### src/rtl/pcw_pkg.sv
// Shared definitions for the PCW video memory path.
// Holds the CPU access FSM encoding and the pixel-period slot constants.
package pcw_pkg;

    localparam int unsigned PH_W = 2;

    typedef enum logic [1:0] {
        IDLE = 2'd0,
        DATA = 2'd1,
        DONE = 2'd2
    } vmr_state_t;

    localparam logic [PH_W-1:0] VID_SLOT    = 2'd1;
    localparam logic [PH_W-1:0] VID_CAPTURE = 2'd2;

endpackage

### src/rtl/video_mem_responder.sv
// Shares one pipelined single-port RAM between video fetches and CPU accesses.
// Phase 1 of each pixel period belongs to video; CPU accesses use the other phases.
module video_mem_responder #(
    parameter int unsigned ADDR_W = 17
) (
    input  logic              clk_sys,
    input  logic              reset_n,
    input  logic              ce_pix,
    input  logic [ADDR_W-1:0] vid_addr,
    output logic [7:0]        vid_din,
    input  logic              cpu_req,
    input  logic              cpu_we,
    input  logic [ADDR_W-1:0] cpu_addr,
    input  logic [7:0]        cpu_wdata,
    output logic              cpu_ack,
    output logic [7:0]        cpu_rdata,
    output logic [ADDR_W-1:0] ram_addr,
    output logic              ram_we,
    output logic [7:0]        ram_wdata,
    input  logic [7:0]        ram_rdata
);
    import pcw_pkg::*;

    logic [PH_W-1:0] r_ph_cnt;
    vmr_state_t      r_state;
    logic            r_rd_pend;

    logic [PH_W-1:0] w_ph;
    logic            w_grant;

    // A strobe makes the current cycle phase 0, so odd spacing resynchronises.
    assign w_ph    = ce_pix ? PH_W'(0) : r_ph_cnt;
    assign w_grant = reset_n && (r_state == IDLE) && cpu_req && (w_ph != VID_SLOT);

    always_ff @(posedge clk_sys or negedge reset_n) begin
        if (!reset_n) begin
            r_ph_cnt  <= '0;
            r_state   <= IDLE;
            r_rd_pend <= 1'b0;
            vid_din   <= '0;
            cpu_rdata <= '0;
            cpu_ack   <= 1'b0;
        end else begin
            r_ph_cnt <= w_ph + PH_W'(1);
            cpu_ack  <= 1'b0;
            if (w_ph == VID_CAPTURE) begin
                vid_din <= ram_rdata;
            end
            case (r_state)
                IDLE: begin
                    if (w_grant) begin
                        r_state   <= DATA;
                        r_rd_pend <= ~cpu_we;
                    end
                end
                DATA: begin
                    if (r_rd_pend) begin
                        cpu_rdata <= ram_rdata;
                    end
                    cpu_ack <= 1'b1;
                    r_state <= DONE;
                end
                // No grant here: gives the requester a clock to drop or change cpu_req.
                DONE:    r_state <= IDLE;
                default: r_state <= IDLE;
            endcase
        end
    end

    // RAM bus follows the video address except during a CPU grant cycle.
    always_comb begin
        ram_addr  = vid_addr;
        ram_we    = 1'b0;
        ram_wdata = '0;
        if (w_grant) begin
            ram_addr  = cpu_addr;
            ram_we    = cpu_we;
            ram_wdata = cpu_wdata;
        end
    end

endmodule

### config.mk
export PLATFORM = sky130hd
export DESIGN_NAME = video_mem_responder
export DESIGN_NICKNAME = d
export VERILOG_FILES = /design/src/rtl/pcw_pkg.sv /design/src/rtl/video_mem_responder.sv
export SDC_FILE = /design/constraint.sdc
export NUM_CORES = 1
export LEC_CHECK = 0
export BUFFER_PORTS_ARGS = -buffer_cell sky130_fd_sc_hd__buf_2
export CAP_MARGIN = 15
export CORE_ASPECT_RATIO = 1.4
export CORE_MARGIN = 1
export CORE_UTILIZATION = 41
export DETAILED_ROUTE_END_ITERATION = 10
export PLACE_DENSITY = 0.91
export SYNTH_ARGS = -nofsm -noshare
export SYNTH_HDL_FRONTEND = slang
export SYNTH_SLANG_ARGS = --single-unit
### constraint.sdc
create_clock -name clk_sys -period 4.6 [get_ports clk_sys]
set_input_delay 0.92 -clock clk_sys [delete_from_list [all_inputs] [get_ports clk_sys]]
set_output_delay 0.92 -clock clk_sys [all_outputs]
set_load 0.005 [all_outputs]
After elaboration in Yosys (flattened, before gate mapping)
Index checks and enable logic that the tools add are counted.

operators by class
  add/subtract/negate cells = 1
  eq/ne operators = 4
  mux-type cells = 7
  bitwise logic cells = 1
  reductions and logical operators = 6

operators with widths
  kind                 number
  $mux 17              1
  $mux 8               1
  $mux 2               2
  $pmux 2 s2           1
  $reduce_and 2->1     2
  $logic_and 1x1->1    3
  $add 2x1->2 const B  1
  $eq 2x1->1 const B   1
  $eq 2x2->1 const B   1
  $logic_not 2->1      1
  $mux 1               2
  $ne 2x1->1 const B   1
  $ne 2x2->1 const B   1
  $not 1->1            1

storage, ports and cells
  register bits after elaboration = 22
  word-level logic and storage cells = 25

Longest topological paths before layout
  depth after elaboration = 6
  gate-level depth with buffers = 7
  depth with buffers taken out = 7

Worst setup path after synthesis
Ideal clock, no wire load.

  kind = in2out
  from = in ce_pix
  to = out ram_addr[1]
  data arrival time = 2.035 ns
  required time = 3.680 ns
  path slack = 1.645 ns
  stages = 7
  path buffers = 1
  cell sequence = nand2b_1 inv_1 ha_1 nor2_2 nand3_4 buf_6 mux2_4

between the ends
  longest elaborated chain between the ends = 4

RTL lines
  what               line                       text
  start, declared    video_mem_responder.sv:8   input logic ce_pix,
  $mux 2             video_mem_responder.sv:32  assign w_ph = ce_pix ? PH_W'(0) : r_ph_cnt;
  $ne 2x1->1         video_mem_responder.sv:33  assign w_grant = reset_n && (r_state == IDLE) && cpu_req && (w_ph != VID_SLOT);
  $logic_and 1x1->1  video_mem_responder.sv:33
  $mux 17            video_mem_responder.sv:75  if (w_grant) begin
  end, declared      video_mem_responder.sv:17  output logic [ADDR_W-1:0] ram_addr,

Every way passes these cells.

Worst setup path in the final report
  from = in reset_n
  to = out ram_wdata[7]

between the ends
  longest elaborated chain between the ends = 4

RTL lines
  what                             line                       text
  start, declared                  video_mem_responder.sv:7   input logic reset_n,
  $logic_and 1x1->1 (3 in series)  video_mem_responder.sv:33
  $mux 8                           video_mem_responder.sv:75
  end, declared                    video_mem_responder.sv:19  output logic [7:0] ram_wdata,

Every way passes these cells.

==> summary.md <==
| Metric | Value |
|---|---|
| Status | `finished clean` |
| Setup CP Type | `in -> out` |
| RSZ-0062 raised after global routing | `false` |
| Critical Path RT | `3.68 ns` |
| CP cell instances | `buf_2 > nor2b_4 > nand3_4 > inv_1 > and2_1 > buf_2` |
| Non-filler cells, final | `216` |
| Fin crit share | `72.27%` |
| Max Root-Sink Buffers | `2` |
| Post-Syn Area | `1151 um2` |
| Mapped Nets | `139` |
| I/O pin cnt | `98` |
| DP Wirelength | `2304 um` |
| Post-CTS Hold Fix Bufs | `0` |
| Setup ws final | `1.276 ns` |
| Post-placement worst setup slack | `1.236 ns` |
| Pwr Density | `334.5 nW/um2` |
| CTS tree | `built` |
| Setup Viol. Count Final | `0` |
| Slowest cell on crit path | `buf_2` |
| Proportion of layout cells with a drive suffix above 1 | `76.11%` |
| Count leader, synth | `mux2_2` |
| Diode count | `0` |
| Resized cells post-CTS | `0` |
| Leakage | `0.9679 nW` |
| Die span in y | `64.70 um` |
| DRC | `0` |
| Initial antenna violation count | `0` |
| Slew margin rel. | `68.80%` |
| IO Port Bufs | `97` |
| FMAX | `300.8 MHz` |
| Final net count | `239` |
| Die W | `46.78 um` |
| Wire per inst | `12.86 um` |
| Leading area contributor after synthesis | `dfrtp_1` |
| Avg Inst Size Synth | `14.04 um2` |
| Worst hold slack | `0.4768 ns` |
| Critical path's largest stage delay | `0.38 ns` |
| Crit start category | `primary input` |
| CTS sink cnt | `22` |
| Synth top area share | `47.83%` |
| Vias in the first global route | `976` |
| Min cycle time layout | `3.324 ns` |
| Vias | `988` |
| Worst path arrival time | `2.40 ns` |
| Synth top cells by count | `mux2_2 (24), dfrtp_1 (22), and2_1 (9), mux2_4 (9), inv_1 (5)` |
| Antenna Violating Nets Remaining | `0` |
| Final Max Slew Viols | `0` |
| DRT Pass-1 Iters | `3` |
| Final Util | `63.92%` |
| Reg-to-reg setup timing slack | `3.04 ns` |
| Mapped Cells | `82` |
| Register area share after synthesis | `47.83%` |
| Total power | `565.0 uW` |
| Min-Delay Path Class | `reg -> reg` |
| Worst vdd ir | `0.1629 mV` |
| Slew at the pin closest to its max-slew limit | `0.4681 ns` |
| Design Area, Final | `1689 um2` |
| First-pass GRT wire length | `4008 um` |
| CTS Root Cell | `clkbuf_4` |
| WP buf/inv | `3` |
| Most used DFF post-synth | `dfrtp_1` |
| Htree depth | `1` |
| Most frequent CP cell | `buf_2` |
| Clk_skew | `0.001771 ns` |
| Initial Util | `43.56%` |
| Core Box Area | `2643 um2` |
| Fillers | `219` |
| GRT Total Usage | `18.46%` |
| Delay-heaviest family, CP | `buffers and inverters` |
| Hold Vio Cnt, Final | `0` |
| Post-CTS setup buffer count | `0` |
| Die Area | `3026 um2` |
| Max cap viols | `0` |
| TNS Setup | `0 ns` |
| Worst-path clk slew | `0.11 ns` |
| #FFs+latches synth | `22` |
| Pin count of the biggest net entering global routing | `24` |
| Clock latency on the worst-skew pair | `0.29 ns` |
| Congestion Overflow GR | `0` |
| Rows | `22` |
| Placed insts | `213` |
| Iter 0 DRT Violations | `10` |
| Async S/R FF share, synth | `100.0%` |
| P&R area growth vs syn | `46.74%` |
| Crit-path max FO | `23` |
| YS warnings | `0` |
| Area after DPL | `1667 um2` |
| Crit path capture type | `primary output` |
| Final GP Congestion | `0.7427` |
| Cell variety after synth | `16` |
| Area contributors post-synth | `dfrtp_1 (48%), mux2_2 (23%), mux2_4 (12%)` |
| Final wirelength | `2778 um` |
| Vias/cell | `4.574` |
| Inserted Clock Buffers | `3` |
| Post-synth EDFFs | `0` |
==> path summary, 6_finish.rpt <==
check                                 start            to  depth (start not counted)
worst min-delay path            r_ph_cnt[0]   r_ph_cnt[0]                          1
min in group asynchronous           reset_n  cpu_rdata[5]                          1
worst min register to register  r_ph_cnt[0]   r_ph_cnt[0]                          1
max in group asynchronous           reset_n  cpu_rdata[3]                          1
worst max register to register  r_ph_cnt[0]    r_state[0]                          6
worst max-delay path                reset_n  ram_wdata[7]                          6
==> routing by layer <==
layer / track usage [%] / share of wire (%) / wire, um / up-vias
met3: 1.671 / 4.0 / 110 / 2
met1: 20.00 / 36 / 992 / 472
li1: - / - / - / 476
met4: 7.500 / 0.97 / 27 / 0
met5: 0 / 0 / 0 / -
met2: 34.20 / 59 / 1647 / 38
==> power by group <==
part / internal, mW / switching [mW]
clock: 0.0304 / 0.0508
combinational: 0.126 / 0.0773
sequential: 0.252 / 0.0279
total: 0.409 / 0.156
==> flip-flops by register name, summed over array words and instances (netlist names) <==
register,cells
r_ph_cnt,2
cpu_ack,1
cpu_rdata,8
r_state,2
r_rd_pend,1
vid_din,8
==> logic make-up after synthesis <==
logic type	Yosys count	synth area share [%]
adder cells (fa/ha/maj)	2	2.174
buffers and inverters	7	2.935
flip-flops	22	47.83
multiplexers	34	36.09
AND/OR/NAND/NOR	17	10.98
==> layout by cell type (no fill, tap or decap), drive strengths merged <==
cell type and count:
inv 5, nand3 1, nand2b 2, nor2b 2, clkbuf 3, buf 97
and2 9, and2b 1, mux2i 1, nor2 1, nand2 1, dfrtp 22
ha 2, mux2 33
==> worst reg2reg max path, stage by stage (launching register included) <==
cell      delay (ns)
dfrtp_1         0.38
nand2b_1        0.11
inv_1           0.05
ha_1            0.19
nor2_2          0.16
nand3_4         0.28
inv_1           0.29
==> final cells by class <==
cell class / instances / area, um2 / share of cell area [%]
multi-input combinational: 53 / 566.8 / 33.56
sequential: 22 / 550.5 / 32.59
timing repair buffer: 97 / 485.5 / 28.74
tap: 36 / 45.04 / 2.667
clock buffer: 3 / 22.52 / 1.333
inverter: 5 / 18.77 / 1.111
Note: power is estimated with default switching activity, not from simulation.
